--- config.mk ---
export PLATFORM = sky130hd
export DESIGN_NAME = pc_gen
export DESIGN_NICKNAME = d
export VERILOG_FILES = /design/src/rtl/pc_pkg.sv /design/src/rtl/pc_next_sel.sv /design/src/rtl/pc_gen.sv
export SDC_FILE = /design/constraint.sdc
export NUM_CORES = 1
export LEC_CHECK = 0
export ABC_AREA = 0
export CORE_ASPECT_RATIO = 0.9
export CORE_MARGIN = 2
export CORE_UTILIZATION = 35
export DETAILED_ROUTE_END_ITERATION = 8
export PLACE_DENSITY = 0.71
export SETUP_SLACK_MARGIN = 0.3
export SLEW_MARGIN = 20
export SYNTH_ARGS = -nofsm -noshare
export SYNTH_HDL_FRONTEND = slang
export SYNTH_SLANG_ARGS = --single-unit
--- constraint.sdc ---
create_clock -name clk -period 2.65 [get_ports clk]
set_clock_uncertainty 0.2 [all_clocks]
set_input_delay 0.53 -clock clk [delete_from_list [all_inputs] [get_ports clk]]
set_output_delay 0.53 -clock clk [all_outputs]
set_load 0.01 [all_outputs]
--- src/rtl/pc_pkg.sv ---
// pc_pkg: shared states, default vectors and redirect-priority select for pc_gen.
package pc_pkg;
  typedef enum logic [1:0] {PC_BOOT, PC_RUN, PC_HALT} pc_state_t;
  typedef enum logic [2:0] {SEL_TRAP, SEL_MISALIGN, SEL_REDIRECT, SEL_STEP, SEL_HOLD} pc_sel_t;
  localparam logic [31:0] PC_RESET_VEC_DEF = 32'h0000_0000;
  localparam logic [31:0] PC_TRAP_VEC_DEF  = 32'h0000_0100;
endpackage

--- src/rtl/pc_next_sel.sv ---
// pc_next_sel: prioritised next-pc mux with redirect alignment check.
// PC_GEN_RVC_EN selects 2/4-byte stepping and halfword alignment.
module pc_next_sel
  import pc_pkg::*;
#(
  parameter int XLEN = 32,
  parameter logic [XLEN-1:0] TRAP_VEC = XLEN'(PC_TRAP_VEC_DEF),
  parameter int STEP = 4
) (
  input  logic            active,
  input  logic [XLEN-1:0] pc,
  input  logic            pc_valid,
  input  logic            pc_ready,
  input  logic            redirect_valid,
  input  logic [XLEN-1:0] redirect_addr,
  input  logic            trap_valid,
`ifdef PC_GEN_RVC_EN
  input  logic            fetch_is_c,
`endif
  output logic [XLEN-1:0] pc_next,
  output logic            misalign,
  output pc_sel_t         sel
);
  logic            bad_align;
  logic [XLEN-1:0] step;
  always_comb begin
`ifdef PC_GEN_RVC_EN
    bad_align = redirect_addr[0];
    step      = fetch_is_c ? XLEN'(2) : XLEN'(4);
`else
    bad_align = |redirect_addr[1:0];
    step      = XLEN'(STEP);
`endif
    sel = !active                  ? SEL_HOLD :
          trap_valid               ? SEL_TRAP :
          redirect_valid && bad_align ? SEL_MISALIGN :
          redirect_valid           ? SEL_REDIRECT :
          pc_valid && pc_ready     ? SEL_STEP : SEL_HOLD;
    pc_next = (sel == SEL_TRAP || sel == SEL_MISALIGN) ? TRAP_VEC :
              sel == SEL_REDIRECT ? redirect_addr :
              sel == SEL_STEP     ? pc + step : pc;
    misalign = sel == SEL_MISALIGN;
  end
endmodule

--- src/rtl/pc_gen.sv ---
// pc_gen: fetch-address generator with stall handshake, trap/redirect priority and boot/halt FSM.
// Optional compressed-instruction stepping via PC_GEN_RVC_EN.
module pc_gen
  import pc_pkg::*;
#(
  parameter int XLEN = 32,
  parameter logic [XLEN-1:0] RESET_VEC = XLEN'(PC_RESET_VEC_DEF),
  parameter logic [XLEN-1:0] TRAP_VEC  = XLEN'(PC_TRAP_VEC_DEF),
  parameter int STEP = 4
) (
  input  logic            clk,
  input  logic            reset,
  input  logic            pc_ready,
  input  logic            redirect_valid,
  input  logic [XLEN-1:0] redirect_addr,
  input  logic            trap_valid,
  input  logic            halt_req,
  input  logic            resume,
`ifdef PC_GEN_RVC_EN
  input  logic            fetch_is_c,
`endif
  output logic [XLEN-1:0] pc,
  output logic            pc_valid,
  output logic            misalign_err,
  output logic            halted
);
  pc_state_t       state_q, state_d;
  logic [XLEN-1:0] pc_q, pc_d;
  logic            err_q, err_d;
  pc_sel_t         sel;
  pc_next_sel #(.XLEN(XLEN), .TRAP_VEC(TRAP_VEC), .STEP(STEP)) u_sel (
    .active         (state_q != PC_BOOT),
    .pc             (pc_q),
    .pc_valid       (pc_valid),
    .pc_ready       (pc_ready),
    .redirect_valid (redirect_valid),
    .redirect_addr  (redirect_addr),
    .trap_valid     (trap_valid),
`ifdef PC_GEN_RVC_EN
    .fetch_is_c     (fetch_is_c),
`endif
    .pc_next        (pc_d),
    .misalign       (err_d),
    .sel            (sel)
  );
  always_comb begin
    state_d = state_q;
    case (state_q)
      PC_BOOT: state_d = PC_RUN;
      PC_RUN:  state_d = (halt_req && !trap_valid && !redirect_valid) ? PC_HALT : PC_RUN;
      PC_HALT: state_d = resume ? PC_RUN : PC_HALT;
      default: state_d = PC_BOOT;
    endcase
  end
  always_ff @(posedge clk) begin
    if (reset) begin
      state_q <= PC_BOOT;
      pc_q    <= RESET_VEC;
      err_q   <= 1'b0;
    end else begin
      state_q <= state_d;
      pc_q    <= pc_d;
      err_q   <= err_d;
    end
  end
  assign pc           = pc_q;
  assign pc_valid     = state_q == PC_RUN;
  assign halted       = state_q == PC_HALT;
  assign misalign_err = err_q;
endmodule

==> metrics.yaml, run 1 <==
critical_path:
  crit_path_start_kind: "flip-flop"
  worstSetupPathType: "reg -> reg"
  arrival_ns: 2.44
  slowest_stage: "or4_4"
  path_cells: "ha_4 > inv_1 > or4_4 > or2_4 > or4b_1 > a31oi_1"
  required_ns: 2.67
  r2r-start: "pc[3]$_SDFFE_PP0P_"
  crit_path_max_fanout: 4
  crit_family: "simple AND/OR/NAND/NOR gates"
  max_stage_delay_ns: 0.56
  r2r_cells: 6
  ff2ff_setup_slack_ns: 0.22
  cp.buffers_inverters: 1
  reg2reg_to: "pc[30]$_SDFFE_PP0P_"
  end_kind: "flip-flop"
clock_network:
  htreeDepth: 2
  clkLatencyLatePin_ns: 0.29
  cts_sinks: 35
  clockBufferDepth: 2
  cts_tree: "done"
  cts-buffers-inserted: 5
  cts.clk_slew.worst_paths_ns: 0.08
  cts_root_buf: "clkbuf_8"
timing:
  worst_pin_slew_ns: 0.349
  finalCriticalPeriod_ns: 2.43
  fin_crit_sh: 0.915
  setup-violations-final: 0
  hold_viol_final: 0
  setup_slack_ns: 0.225
  max_freq_ghz: 0.412
  slew_headroom: 0.766
  slew_violations: 0
  rsz0062_at_grt: "true"
  whs_ns: 0.289
synth:
  synthTopCellsByCount: "dfxtp_1, a21oi_1, nand2_1, nor2_1, nor3_1"
  ys_seq_area_frac: 0.318
  synth_area_leader_cell: "dfxtp_1"
  synth-edff-count: 0
  ys_seq_elements: 35
  syn_area_um2: 2200
  yosys_warnings: 0
  async_reset_ff_frac: 0
  synth-main-ff-cell: "dfxtp_1"
  ys_top_cells_by_area: "dfxtp_1, a21oi_1, nand2_1, nor3_1, nand3_1"
  synth_nets: 322
  synth_top_area_share: 0.318
  avgSynthCellArea_um2: 7.81
  synth_cell_type_count: 54
  post-synth-top-count-cell: "dfxtp_1"
  syn_inst: 282
min_path:
  holdCritPathClass: "reg -> reg"
  holdPathStages: 1
outcome:
  status: "finished clean"
drt:
  firstDrtPassIters: 5
  routed_wl_mm: 8.09
  vias: 2755
  wire_per_inst_um: 17.0
  drc: 0
  routed_via_density: 5.78
  antenna_left: 0
  drt_iter0_drc: 195
die:
  rows: 27
  die_area_um2: 6950
  die_w_um: 87.6
  io_pins: 74
  initial_utilization: 0.360
  dieHeight_um: 79.3
  core_area_um2: 6110
grt:
  antenna_found_initial: 0
  grt_max_degree: 21
  grt_pass1_wl_mm: 12.6
  grt_pass1_vias: 2588
  grt-ovfl-total: 0
  grt_use_total: 0.231
layout:
  diodes: 0
  final_layout_size_suffix_gt1_frac: 0.218
  fin_area_um2: 3550
  area_delta_synth_final_pct: 61.3
  final_nets: 429
  final_core_utilization: 0.581
pwr:
  power.leakage_nw: 1.21
  power_density_nw_per_um2: 352
  ir_drop_uv: 227
placement:
  post-place-ws_ns: -0.124
  hpwl_mm: 5.78
  portBuffers: 73
  placement.cell_area_um2: 3300
  gp_congestion: 0.876
flow_run:
  maxCapViolations: 0
metrics by stage:
step	power, mW	setup TNS (ns)	cells
4_1_cts	1.25	0	472
5_1_grt	1.29	0	477
2_1_floorplan	0.620	0	282
3_3_place_gp	0.745	0	462
6_report	1.25	0	477
3_5_place_dp	0.746	-0.524	462
power by group:
group          switching, mW  leakage [nW]  internal (mW)  total, mW
clock                  0.204        0.0612          0.305      0.509
sequential           0.00571         0.286          0.529      0.535
combinational         0.0932         0.863          0.114      0.207
total                  0.303          1.21          0.948       1.25
cell usage in the layout (no fill, tap or decap), drive strengths merged, types with 6 or more instances in the layout:
master / count
o21ai: 12
mux2i: 6
nand4: 6
nor3b: 6
nor4: 7
nor2: 17
a21oi: 34
buf: 43
nor3: 17
clkdlybuf4s50: 72
nand3: 14
clkbuf: 6
a31oi: 7
dfxtp: 35
a22oi: 8
a211oi: 9
nand2: 23
kinds of logic (layout without fill, tap and decap cells):
logic type	count (synthesis)	in the layout	share of synthesized area
muxes	6	6	0.0273
adders and majority gates	1	1	0.00568
AOI/OAI and AO/OA	100	100	0.299
buffers and inverters	20	128	0.0346
DFF	35	35	0.318
and+or+nand+nor	118	118	0.307
xor gates and xnor gates	2	2	0.00795
worst reg2reg max path, stage by stage (launching register included):
cell,delay [ns]
dfxtp_4,0.36
ha_4,0.15
inv_1,0.06
or4_4,0.56
or2_4,0.29
or4b_1,0.55
a31oi_1,0.17
sequential cells by signal, summed over array words and instances, names as in the netlist, named ones only:
name	count
misalign_err	1
pc	30
state_q	2
final cells by class:
cell class	instances	area [um2]
Sequential cell	35	712
Fill cell	568	2560
Timing Repair Buffer	116	1090
Inverter	4	15.0
Multi-Input combinational cell	227	1510
Clock inverter	2	35.0
Tap cell	87	109
Clock buffer	6	82.6
worst max-delay path by stage:
stage | start | endpoint | slack [ns] | cells after the start
after floorplan | pc[6]$_SDFFE_PP0P_ | pc[30]$_SDFFE_PP0P_ | 0.30 | 5
after global placement | redirect_valid | pc[3]$_SDFFE_PP0P_ | 0.01 | 6
after detailed placement | redirect_valid | pc[26]$_SDFFE_PP0P_ | -0.12 | 6
after CTS | pc[2]$_SDFFE_PP0P_ | pc[30]$_SDFFE_PP0P_ | 0.31 | 6
after global routing | pc[13]$_SDFFE_PP0P_ | pc[30]$_SDFFE_PP0P_ | 0.15 | 5
final | pc[3]$_SDFFE_PP0P_ | pc[30]$_SDFFE_PP0P_ | 0.22 | 6
repair_timing:
action / 4_1_cts / 5_1_grt
pin swaps: 0 / 6
buffers inserted: 2 / 5
hold buffers: 0 / 0
endpoints found under the hold margin: 0 / 0
setup endpoints to repair: 15 / 12
resized for setup: 9 / 14
metal layers:
layer  global-route usage  vias up  routed length [um]
met5                    0        -                   0
met4               0.0508        0                  89
met3               0.0405       11                 698
met2                0.366      130                3710
met1                0.327     1296                3590
li1                     -     1318                   -
Note: power is estimated with default switching activity, not from simulation.
==> inputs of run 2 (changes only) <==
--- a/config.mk
+++ b/config.mk
@@ -6,6 +6,7 @@
 export NUM_CORES = 1
 export LEC_CHECK = 0
 export ABC_AREA = 0
+export CAP_MARGIN = 20
 export CORE_ASPECT_RATIO = 0.9
 export CORE_MARGIN = 2
 export CORE_UTILIZATION = 35
==> results of run 2 <==
No change in the layout: final DEF, timing and power equal those of run 1.
